File: src/rtl/ai_sched_pkg.sv
// Shared types and constants for the AI job scheduler: FSM states, core register
// addresses and bus widths.
package ai_sched_pkg;

    typedef enum logic [2:0] {
        IDLE,
        WR_FIRED,
        WR_HITS,
        WR_SHIPS,
        WR_START,
        WAIT_BUSY,
        WAIT_DONE,
        RESP
    } state_t;

    localparam logic [1:0] AI_ADDR_START = 2'd0;
    localparam logic [1:0] AI_ADDR_FIRED = 2'd1;
    localparam logic [1:0] AI_ADDR_HITS  = 2'd2;
    localparam logic [1:0] AI_ADDR_SHIPS = 2'd3;

    localparam int BOARD_W  = 100;
    localparam int RESULT_W = 104;
    localparam int SHIPS_W  = 5;

endpackage

File: src/rtl/ai_job_scheduler_rr_arbiter.sv
// Combinational round-robin arbiter: picks the first request at or after ptr,
// wrapping modulo NUM_REQ, and returns it as one-hot grant plus index.
module rr_arbiter #(
    parameter int NUM_REQ = 2,
    parameter int IDX_W   = $clog2(NUM_REQ)
) (
    input  logic [NUM_REQ-1:0] req,
    input  logic [IDX_W-1:0]   ptr,
    output logic [NUM_REQ-1:0] grant,
    output logic [IDX_W-1:0]   index
);

    logic             found;
    int               cand;
    logic [IDX_W-1:0] cidx;

    always_comb begin
        grant = '0;
        index = '0;
        found = 1'b0;
        cand  = 0;
        cidx  = '0;
        for (int k = 0; k < NUM_REQ; k++) begin
            cand = (int'(ptr) + k) % NUM_REQ;
            cidx = IDX_W'(cand);
            if (!found && req[cidx]) begin
                found       = 1'b1;
                grant[cidx] = 1'b1;
                index       = cidx;
            end
        end
    end

endmodule

File: src/rtl/ai_job_scheduler.sv
// Shares one AI probability-density core between NUM_REQ requesters: round-robin
// grant, four-beat register load, wait for completion, return result; watchdog aborts.
module ai_job_scheduler
    import ai_sched_pkg::*;
#(
    parameter int NUM_REQ        = 2,
    parameter int TIMEOUT_CYCLES = 4096
) (
    input  logic                        clock,
    input  logic                        reset,
    input  logic [NUM_REQ-1:0]          req_valid,
    input  logic [NUM_REQ*BOARD_W-1:0]  req_fired,
    input  logic [NUM_REQ*BOARD_W-1:0]  req_hits,
    input  logic [NUM_REQ*SHIPS_W-1:0]  req_ships,
    output logic [NUM_REQ-1:0]          resp_done,
    output logic                        resp_err,
    output logic [RESULT_W-1:0]         resp_data,
    output logic                        busy,
    output logic [1:0]                  ai_addr,
    output logic                        ai_write_en,
    output logic [BOARD_W-1:0]          ai_data_in,
    input  logic                        ai_wait_request,
    input  logic [RESULT_W-1:0]         ai_data_out
);

    localparam int IDX_W = $clog2(NUM_REQ);
    localparam int WD_W  = $clog2(TIMEOUT_CYCLES);

    state_t               state, state_nx;
    logic [IDX_W-1:0]     rr_ptr, grant_idx, arb_idx;
    logic [NUM_REQ-1:0]   arb_grant;
    logic [BOARD_W-1:0]   fired_lat, hits_lat, sel_fired, sel_hits;
    logic [SHIPS_W-1:0]   ships_lat, sel_ships;
    logic [WD_W-1:0]      wd_cnt;
    logic                 wd_expired;

    rr_arbiter #(.NUM_REQ(NUM_REQ), .IDX_W(IDX_W)) u_arb (
        .req   (req_valid),
        .ptr   (rr_ptr),
        .grant (arb_grant),
        .index (arb_idx)
    );

    // One-hot mux of the granted requester's job inputs
    always_comb begin
        sel_fired = '0;
        sel_hits  = '0;
        sel_ships = '0;
        for (int i = 0; i < NUM_REQ; i++) begin
            if (arb_grant[i]) begin
                sel_fired = req_fired[i*BOARD_W +: BOARD_W];
                sel_hits  = req_hits[i*BOARD_W +: BOARD_W];
                sel_ships = req_ships[i*SHIPS_W +: SHIPS_W];
            end
        end
    end

    assign wd_expired = (wd_cnt == WD_W'(TIMEOUT_CYCLES - 1));
    assign resp_done  = (state == RESP) ? (NUM_REQ'(1) << grant_idx) : '0;

    always_comb begin
        state_nx    = state;
        ai_write_en = 1'b0;
        ai_addr     = AI_ADDR_START;
        ai_data_in  = '0;
        case (state)
            IDLE: if (|arb_grant) state_nx = WR_FIRED;
            WR_FIRED: begin
                ai_write_en = 1'b1;
                ai_addr     = AI_ADDR_FIRED;
                ai_data_in  = fired_lat;
                if (!ai_wait_request) state_nx = WR_HITS;
            end
            WR_HITS: begin
                ai_write_en = 1'b1;
                ai_addr     = AI_ADDR_HITS;
                ai_data_in  = hits_lat;
                if (!ai_wait_request) state_nx = WR_SHIPS;
            end
            WR_SHIPS: begin
                ai_write_en = 1'b1;
                ai_addr     = AI_ADDR_SHIPS;
                ai_data_in  = {{(BOARD_W-SHIPS_W){1'b0}}, ships_lat};
                if (!ai_wait_request) state_nx = WR_START;
            end
            WR_START: begin
                ai_write_en = 1'b1;
                ai_addr     = AI_ADDR_START;
                if (!ai_wait_request) state_nx = WAIT_BUSY;
            end
            WAIT_BUSY: begin
                if (wd_expired)           state_nx = RESP;
                else if (ai_wait_request) state_nx = WAIT_DONE;
            end
            // A completion that coincides with expiry is reported as a normal result
            WAIT_DONE: if (!ai_wait_request || wd_expired) state_nx = RESP;
            RESP:      state_nx = IDLE;
            default:   state_nx = IDLE;
        endcase
    end

    always_ff @(posedge clock or posedge reset) begin
        if (reset) begin
            state     <= IDLE;
            rr_ptr    <= '0;
            grant_idx <= '0;
            fired_lat <= '0;
            hits_lat  <= '0;
            ships_lat <= '0;
            wd_cnt    <= '0;
            busy      <= 1'b0;
            resp_err  <= 1'b0;
            resp_data <= '0;
        end else begin
            state <= state_nx;
            case (state)
                IDLE: begin
                    if (|arb_grant) begin
                        grant_idx <= arb_idx;
                        fired_lat <= sel_fired;
                        hits_lat  <= sel_hits;
                        ships_lat <= sel_ships;
                        busy      <= 1'b1;
                    end
                end
                WR_START: if (!ai_wait_request) wd_cnt <= '0;
                WAIT_BUSY: begin
                    wd_cnt <= wd_cnt + WD_W'(1);
                    if (wd_expired) begin
                        resp_err  <= 1'b1;
                        resp_data <= '0;
                    end
                end
                WAIT_DONE: begin
                    wd_cnt <= wd_cnt + WD_W'(1);
                    if (!ai_wait_request) begin
                        resp_err  <= 1'b0;
                        resp_data <= ai_data_out;
                    end else if (wd_expired) begin
                        resp_err  <= 1'b1;
                        resp_data <= '0;
                    end
                end
                RESP: begin
                    rr_ptr   <= (grant_idx == IDX_W'(NUM_REQ - 1)) ? '0 : grant_idx + IDX_W'(1);
                    busy     <= 1'b0;
                    resp_err <= 1'b0;
                end
                default: ;
            endcase
        end
    end

endmodule
File: config.mk
export PLATFORM = sky130hd
export DESIGN_NAME = ai_job_scheduler
export DESIGN_NICKNAME = d
export VERILOG_FILES = /design/src/rtl/ai_sched_pkg.sv /design/src/rtl/ai_job_scheduler_rr_arbiter.sv /design/src/rtl/ai_job_scheduler.sv
export SDC_FILE = /design/constraint.sdc
export NUM_CORES = 1
export LEC_CHECK = 0
export CAP_MARGIN = 0
export CELL_PAD_IN_SITES_DETAIL_PLACEMENT = 1
export CELL_PAD_IN_SITES_GLOBAL_PLACEMENT = 1
export CORE_AREA = 4 4 279 281
export DETAILED_ROUTE_END_ITERATION = 8
export DIE_AREA = 0 0 283 285
export GPL_ROUTABILITY_DRIVEN = 0
export PLACE_DENSITY_LB_ADDON = 0.2
export SETUP_SLACK_MARGIN = 0.5
export SYNTH_ARGS = -nofsm -noshare
export SYNTH_HDL_FRONTEND = slang
export SYNTH_SLANG_ARGS = --single-unit
File: constraint.sdc
create_clock -name clock -period 12.9 [get_ports clock]
set_input_delay 1.29 -clock clock [delete_from_list [all_inputs] [get_ports clock]]
set_output_delay 1.29 -clock clock [all_outputs]
set_load 0.02 [all_outputs]
Word level (Yosys, flattened, before mapping)
Cells that the tools add are included.

Register bits after elaboration: 328. Latch bits: 0. Memory bits (writable): 0. Bits in read-only memories: 0. Input bits: 519. Output and inout bits: 211. Logic and storage cells: 95. Memories: 0.

Add/sub/neg operators: 3. $mul: 0. Divide/modulo/power cells: 0. Magnitude comparators: 4. Eq/ne operators: 15. Shifts and indexed selects: 1. Muxes and demuxes: 43. Bitwise logic cells: 1. Reduce and logical (&&, ||, !) cells: 18.

Operators with widths (number): $mux W100 (4); $pmux W100 S3 (1); $mux W104 (2); $pmux W104 S2 (1); $mux W3 (8); $pmux W12 S2 (1); $pmux W3 S8 (1); $mux W1 (14); $add A12 B1 Y12 const B (1); $eq A12 B12 Y1 const B (1); $eq A3 B3 Y1 const B (4); $mux W12 (1); $ne A2 B2 Y1 const B (6); $mux W5 (2); $reduce_and A7 Y1 (1); $eq A3 B2 Y1 const B (2); $mux W2 (3); $pmux W2 S3 (1); $reduce_and A2 Y1 (3); $reduce_bool A2 Y1 (3); $lt A1 B2 Y1 const B (2); $reduce_or A2 Y1 (2); $reduce_or A4 Y1 (1); $eq A3 B1 Y1 const B (1); other kinds (13) (19).

Depth between registers and ports, before layout
Gate-level depths: netlist of run 1.

Depth in word-level cells: 10. Gate-level depth with buffers: 7. Depth with buffers taken out: 5.

Cells and area by module
From an unflattened synthesis of run 1, not the netlist that was laid out.

Cell total of the unflattened synthesis: 1407. Area total of the unflattened synthesis: 15534.9 sq um.

By module, submodules not included: ai_job_scheduler (times used 1, cells an instance 1403, area an instance 15504.9 sq um, sequential area each 8207.9 sq um); rr_arbiter (times used 1, cells an instance 4, area an instance 30.0 sq um, sequential area each 0.0 sq um).

Worst setup path after synthesis of run 1
Ideal clock, no wire load.

Path type: register to output. Start point: register state[0]. End point: output ai_data_in[10]. Data arrival time: 1.639 ns. Data required time: 11.610 ns. Path slack: 9.971 ns. Cell stages (with the launch flop): 6. Buffers on the path: 3. Cells stage by stage: dfrtp_1 > buf_4 > nor3b_2 > clkbuf_1 > clkbuf_1 > a22o_1.

Word-level cells in the longest chain between the ends: 2. Elaborated cells between the ends (all ways): 4.

RTL lines: start, declared (line ai_job_scheduler.sv:29) `state_t state, state_nx;`; start signal, assigned (line ai_job_scheduler.sv:115) `state <= state_nx;`; $eq A3 B2 Y1 / $eq A3 B1 Y1 (equally long branches) (line ai_job_scheduler.sv:66) `case (state)`; $pmux W100 S3 (*) (line ai_job_scheduler.sv:66); end, declared (line ai_job_scheduler.sv:21) `output logic [BOARD_W-1:0] ai_data_in,`.

Every way passes the cells marked *; elsewhere a longest branch is shown, timed or not.

Worst setup path in the final report of run 1
Start point: register state[1]. End point: output ai_data_in[51].

The elaborated chain is that of the path after synthesis.

==> flow_metrics.py, run 1 <==
metrics = {
    "clock_network": {
        "post-cts-setup-buffers": 0,
        "tritoncts": "done",
        "cts_resized": 0,
        "cts.sink_count": 328,
        "cts_made_buffers": 41,
        "worstSkewPairLatency_ns": 0.54,
        "htree_levels": 2,
        "max-clock-path-buffers": 3,
        "cts_root_buf": "clkbuf_16",
        "ctsHoldBuffers": 0,
        "clk_transition_reported_paths_ns": 0.06,
    },
    "global_routing": {
        "maximum_number_of_pins_on_one_net_before_global_route_repair": 206,
        "grt-ovfl-total": 0,
        "grt_util_all_layers_pct": 17.96,
        "grt_antenna_before_repair": 29,
        "first_pass_grt_wire_length_mm": 111.6,
        "vias_in_the_first_global_route": 16100,
    },
    "sta": {
        "setup_total_negative_slack_ns": 0,
        "fin_ws_ns": 7.534,
        "clock-skew-final_ns": 0.009418,
        "unrepaired_setup_endpoints_after_global_routing": "false",
        "slew_headroom_pct": 24.50,
        "timing_worst_slew_pin_value_ns": 1.132,
        "fmax_mhz": 186.4,
        "timing.final.hold_violations": 0,
        "report.final.slew_viol_count": 0,
        "final.period_utilization_pct": 41.59,
        "post-route-min-period_ns": 5.366,
        "setup-violations-final": 0,
    },
    "die": {
        "die_width_um": 283,
        "core.rowCount": 101,
        "io_pins": 730,
        "core_area_um2": 75440,
        "die_h_um": 285,
        "fp.dieArea_um2": 80660,
        "floorplan.initialDensity_pct": 19.60,
    },
    "drt": {
        "antenna_violating_nets_remaining": 0,
        "first_iteration_detailed_routing_drc_count": 807,
        "routed_wl_mm": 75.38,
        "routedWlPerCell_um": 24.39,
        "route.detailed.vias_per_inst": 4.770,
        "drt_first_pass_iters": 5,
        "vias": 14740,
        "post-route-drc-count": 0,
    },
    "min_path": {
        "holdCritPathClass": "register to register",
    },
    "yosys": {
        "synth_area_um2": 14790,
        "synth_seq_area_share_pct": 55.51,
        "mappedNetlistNets": 1941,
        "synth_cell_types": 50,
        "synth-seq-cells": 328,
        "postSynthAreaPerCell_um2": 10.41,
        "syn_inst": 1421,
        "synth-warning-count": 0,
    },
    "critical_path": {
        "worstPathMaxFanout": 65,
        "worst-endpoint-arrival_ns": 4.08,
        "required_arrival_time_at_the_worst_endpoint_ns": 11.61,
        "criticalPathCategory": "register to output pin",
        "end_kind": "output pin",
        "startpoint_type": "register",
    },
    "placement": {
        "post-dp-hpwl_mm": 55.83,
        "dp_slack_ns": 8.140,
        "portBuffers": 729,
    },
    "flow_run": {
        "maxCapViolations": 0,
    },
    "power_and_ir_drop": {
        "power.density_cell_area_nw_per_um2": 235.6,
        "cellLeakagePower_nw": 10.18,
        "irDropWorstVdd_mv": 0.1072,
    },
    "finish": {
        "layout-drive-gt1-share_pct": 5.105,
        "n_fill_cell": 8423,
        "final_net_count": 2589,
        "area.growth.synth_to_final_pct": 64.49,
    },
    "status": {
        "status": "finished, final reports clean",
    },
}
==> worst paths after layout <==
path,from,end,slack [ns],cells past startpoint
min in group asynchronous,reset,fired_lat[54],1.26,2
setup reg to reg,state[1],hits_lat[69],9.37,4
hold reg to reg,hits_lat[58],hits_lat[58],0.48,2
hold / removal,hits_lat[58],hits_lat[58],0.48,2
max in group asynchronous,reset,fired_lat[9],10.12,3
setup / recovery,state[1],ai_data_in[51],7.53,6
==> where the power goes <==
part	total [mW]	switching, mW	internal (mW)
registers	1.95	0.413	1.54
clock network	1.19	0.462	0.724
logic	2.59	1.41	1.18
==> synthesized netlist by cell type, drive strengths merged <==
library cell,instances,share of area [%]
a211o,2,0.12
a211oi,1,0.051
a21bo,1,0.068
a21boi,2,0.13
a21o,1,0.051
a21oi,9,0.30
a221oi,1,0.059
a22o,199,12
a22oi,210,11
a31oi,1,0.042
a32oi,1,0.059
and2,2,0.10
and3,4,0.18
and4,1,0.068
buf,47,1.8
clkbuf,98,2.5
dfrtp,328,56
ha,1,0.085
inv,9,0.23
mux2,6,0.46
mux2i,2,0.14
nand2,217,5.5
nand2b,1,0.042
nand3,5,0.17
nand4,3,0.21
nor2,23,0.58
nor2b,7,0.30
nor3,3,0.10
nor3b,5,0.32
nor4,1,0.14
nor4b,2,0.12
o211ai,1,0.085
o21a,1,0.051
o21ai,212,7.2
o221ai,1,0.059
o22ai,1,0.042
o31ai,1,0.051
or3,3,0.13
or4,1,0.076
xnor2,1,0.059
xor2,6,0.36
==> layer usage <==
metal	GRT usage, %	wire, um	vias to the layer above
met1	20.91	29760	7452
met2	31.83	37860	579
li1	-	-	6600
met3	6.259	6128	87
met5	0	130	-
met4	4.041	1490	20
==> placed cells by master (no fill, tap or decap), types with 3 or more instances in the layout <==
cell / count
clkinv_2: 6
and3_1: 3
clkbuf_1: 7
nand2_1: 217
bufinv_16: 4
clkdlybuf4s50_1: 729
o21ai_0: 211
a21oi_1: 9
nor2_1: 23
mux2_2: 6
diode_2: 16
clkbuf_16: 41
xor2_1: 6
a22o_1: 199
inv_1: 8
dfrtp_1: 328
a22oi_1: 210
nor3_1: 3
clkbuf_8: 11
nor2b_1: 6
nor3b_1: 3
buf_4: 19
nand3_1: 5
==> per-stage QoR <==
| step | utilization [%] | power [mW] | area [um2] | instances | hold WS [ns] |
|---|---|---|---|---|---|
| floorplan | - | 3.223 | 14790 | 1421 | 0.4444 |
| global placement | 30.38 | 4.564 | 22920 | 3004 | 0.4664 |
| detailed placement | 30.38 | 4.596 | 22920 | 3004 | 0.4712 |
| CTS | 32.19 | 5.835 | 24280 | 3074 | 0.4838 |
| global route | 32.22 | 6.110 | 24310 | 3084 | 0.4937 |
| finish | 32.24 | 5.729 | 24320 | 3090 | 0.4771 |
==> final cells by class <==
| class | instances | area, um2 | area share, % |
|---|---|---|---|
| Sequential cell | 328 | 8208 | 33.75 |
| Timing Repair Buffer | 750 | 7480 | 30.75 |
| Multi-Input combinational cell | 939 | 5968 | 24.54 |
| Tap cell | 978 | 1224 | 5.031 |
| Clock buffer | 59 | 1204 | 4.949 |
| Clock inverter | 11 | 157.7 | 0.6482 |
| Inverter | 9 | 41.29 | 0.1698 |
| Antenna cell | 16 | 40.04 | 0.1646 |
==> logic make-up (layout without fill, tap and decap cells) <==
group / count (synthesis) / after routing / share of synthesized area, %
AOI/OAI and AO/OA: 645 / 645 / 30.79
xor gates and xnor gates: 7 / 7 / 0.4146
adders and majority gates: 1 / 1 / 0.08460
buffers and inverters: 154 / 829 / 4.561
DFF: 328 / 328 / 55.51
muxes: 8 / 8 / 0.5923
other: 0 / 16 / 0
and+or+nand+nor: 278 / 278 / 8.047
==> flip-flops by register name (all words and copies together), names as in the netlist <==
register   flops
resp_data    104
busy           1
wd_cnt        12
grant_idx      1
fired_lat    100
rr_ptr         1
hits_lat     100
state          3
resp_err       1
ships_lat      5
==> critical path, stage by stage, from the launching register on <==
cell	delay (ns)
dfrtp_1	0.71
nor2b_1	0.50
nor2b_4	0.38
buf_4	0.35
buf_4	0.62
a22o_1	0.24
clkdlybuf4s50_1	0.61
(Power assumes the default switching activity.)
==> run 2, diff against run 1 <==
--- a/config.mk
+++ b/config.mk
@@ -8,9 +8,9 @@
 export CAP_MARGIN = 0
 export CELL_PAD_IN_SITES_DETAIL_PLACEMENT = 1
 export CELL_PAD_IN_SITES_GLOBAL_PLACEMENT = 1
-export CORE_AREA = 4 4 279 281
+export CORE_AREA = 4 4 285 287
 export DETAILED_ROUTE_END_ITERATION = 8
-export DIE_AREA = 0 0 283 285
+export DIE_AREA = 0 0 289 291
 export GPL_ROUTABILITY_DRIVEN = 0
 export PLACE_DENSITY_LB_ADDON = 0.2
 export SETUP_SLACK_MARGIN = 0.5
==> constraint.sdc (replaced) <==
create_clock -name clock -period 4.8 [get_ports clock]
set_input_delay 0.48 -clock clock [delete_from_list [all_inputs] [get_ports clock]]
set_output_delay 0.48 -clock clock [all_outputs]
set_load 0.02 [all_outputs]
==> run 2 against run 1 <==
Effect of this change: clock skew up 0.0021 ns; setup slack got worse by 6.8 ns; sequential share of layout area fell by 0.71 points; sequential power grew to 2.7 times the previous value; largest power group unchanged; highest routed layer unchanged.
==> flow_metrics.py, run 2 (synthesized netlist as in run 1, its figures left out) <==
metrics = {
    "die": {
        "core.rowCount": 103,
        "fp.dieArea_um2": 84100,
        "floorplan.initialDensity_pct": 18.81,
        "die_width_um": 289,
        "die_h_um": 291,
        "io_pins": 730,
        "core_area_um2": 78610,
    },
    "finish": {
        "final_net_count": 2616,
        "biggestRegsByFlops": "resp_data: 104 flops, fired_lat: 100 flops, hits_lat: 100 flops",
        "mostFrequentLayoutCell": "clkdlybuf4s50_1",
        "layout-drive-gt1-share_pct": 6.714,
        "area.growth.synth_to_final_pct": 68.01,
        "flip_flop_count_of_the_largest_register_after_layout": 104,
        "registers.top_by_ff_count": "resp_data",
        "most-common-layout-cells": "clkdlybuf4s50_1 (729), dfrtp_1 (328), nand2_1 (217), o21ai_0 (211), a22oi_1 (210)",
        "postLayoutCoreUtil_pct": 31.60,
    },
    "critical_path": {
        "worst_r2r_startpoint": "state[2]",
        "startpoint_type": "register",
        "worstPathMaxFanout": 28,
        "worst-endpoint-arrival_ns": 3.57,
        "worst_setup_path_startpoint": "state[0]",
        "end_kind": "output pin",
        "required_arrival_time_at_the_worst_endpoint_ns": 4.32,
        "criticalPathCategory": "register to output pin",
    },
    "clock_network": {
        "ctsHoldBuffers": 0,
        "clk_transition_reported_paths_ns": 0.06,
        "max-clock-path-buffers": 3,
        "cts.sink_count": 328,
        "cts_made_buffers": 43,
        "tritoncts": "done",
        "htree_levels": 2,
        "worstSkewPairLatency_ns": 0.56,
        "cts_resized": 0,
        "cts_root_buf": "clkbuf_16",
        "post-cts-setup-buffers": 0,
    },
    "placement": {
        "post-dp-hpwl_mm": 58.12,
        "dp_slack_ns": 1.280,
        "portBuffers": 729,
    },
    "global_routing": {
        "grt-ovfl-total": 0,
        "first_pass_grt_wire_length_mm": 110.7,
        "maximum_number_of_pins_on_one_net_before_global_route_repair": 162,
        "grt_antenna_before_repair": 48,
        "grt_util_all_layers_pct": 17.47,
        "vias_in_the_first_global_route": 15990,
    },
    "drt": {
        "routedWlPerCell_um": 24.02,
        "antenna_violating_nets_remaining": 0,
        "top_signal_layer_used": "met5",
        "first_iteration_detailed_routing_drc_count": 643,
        "post-route-drc-count": 0,
        "vias": 14770,
        "wl_met1_mm": 29.71,
        "routed_wl_mm": 76.90,
        "drt_first_pass_iters": 5,
        "met3WireLength_mm": 7.699,
        "met2WireLength_mm": 36.59,
        "route.detailed.vias_per_inst": 4.614,
    },
    "power_and_ir_drop": {
        "cellLeakagePower_nw": 10.41,
        "p_total_mw": 15.77,
        "power.density_cell_area_nw_per_um2": 635.0,
        "irDropWorstVdd_mv": 0.3512,
    },
    "sta": {
        "clock-skew-final_ns": 0.01150,
        "setup-violations-final": 0,
        "setup_total_negative_slack_ns": 0,
        "hold_ws_ns": 0.3875,
        "slew_headroom_pct": 32.52,
        "fin_ws_ns": 0.7495,
        "timing_worst_slew_pin_value_ns": 1.012,
        "final.period_utilization_pct": 84.38,
        "report.final.slew_viol_count": 0,
        "post-route-min-period_ns": 4.050,
        "unrepaired_setup_endpoints_after_global_routing": "false",
        "timing.final.hold_violations": 0,
        "fmax_mhz": 246.9,
    },
    "flow_run": {
        "maxCapViolations": 0,
    },
    "status": {
        "status": "finished, final reports clean",
    },
    "min_path": {
        "holdCritPathClass": "primary input to async pin",
    },
}
run 2: changes by cell type in the layout (fill, tap and decap cells not counted), sizes merged:
cell / before / now
inv: 9 / 8
diode: 16 / 21
clkinv: 6 / 13
buf: 21 / 46
clkinvlp: 1 / 3
clkbuf: 59 / 60
run 2: layout make-up:
class | count | area, um2
Antenna cell | 21 | 52.55
Clock buffer | 60 | 1282
Clock inverter | 19 | 200.2
Fill cell | 8832 | 53770
Inverter | 9 | 37.54
Multi-Input combinational cell | 939 | 5968
Sequential cell | 328 | 8208
Tap cell | 1050 | 1314
Timing Repair Buffer | 775 | 7780
run 2: per-layer routing:
metal	GRT usage [%]	vias up
met5	0	-
met2	29.26	624
met4	5.997	32
met1	20.20	7284
li1	-	6676
met3	7.032	152
run 2: worst paths after layout:
kind / to / slack, ns / depth (start not counted)
worst max register to register: resp_data[4] / 1.84 / 5
worst min-delay path: hits_lat[40] / 0.39 / 3
worst max-delay path: ai_data_in[99] / 0.75 / 6
min in group clock: hits_lat[1] / 0.48 / 2
max in group asynchronous: hits_lat[1] / 3.48 / 3
worst min register to register: hits_lat[1] / 0.48 / 2
run 2: critical path: stages (launching register included):
cell,delay (ns)
dfrtp_1,0.34
buf_4,0.31
nor2b_1,0.42
nor2b_4,0.75
buf_4,0.37
a22o_1,0.19
clkdlybuf4s50_1,0.62
run 2: metrics by stage:
stage          cell area (um2)  instances
3_5_place_dp             23310       3101
3_3_place_gp             23310       3101
5_1_grt                  24830       3194
2_1_floorplan            14790       1421
4_1_cts                  24790       3180
6_report                 24840       3201
run 2: power by group:
part	switching (mW)	internal [mW]	leakage, nW
Combinational	3.85	3.29	5.66
Clock	1.28	2.07	0.740
Sequential	1.14	4.14	4.00
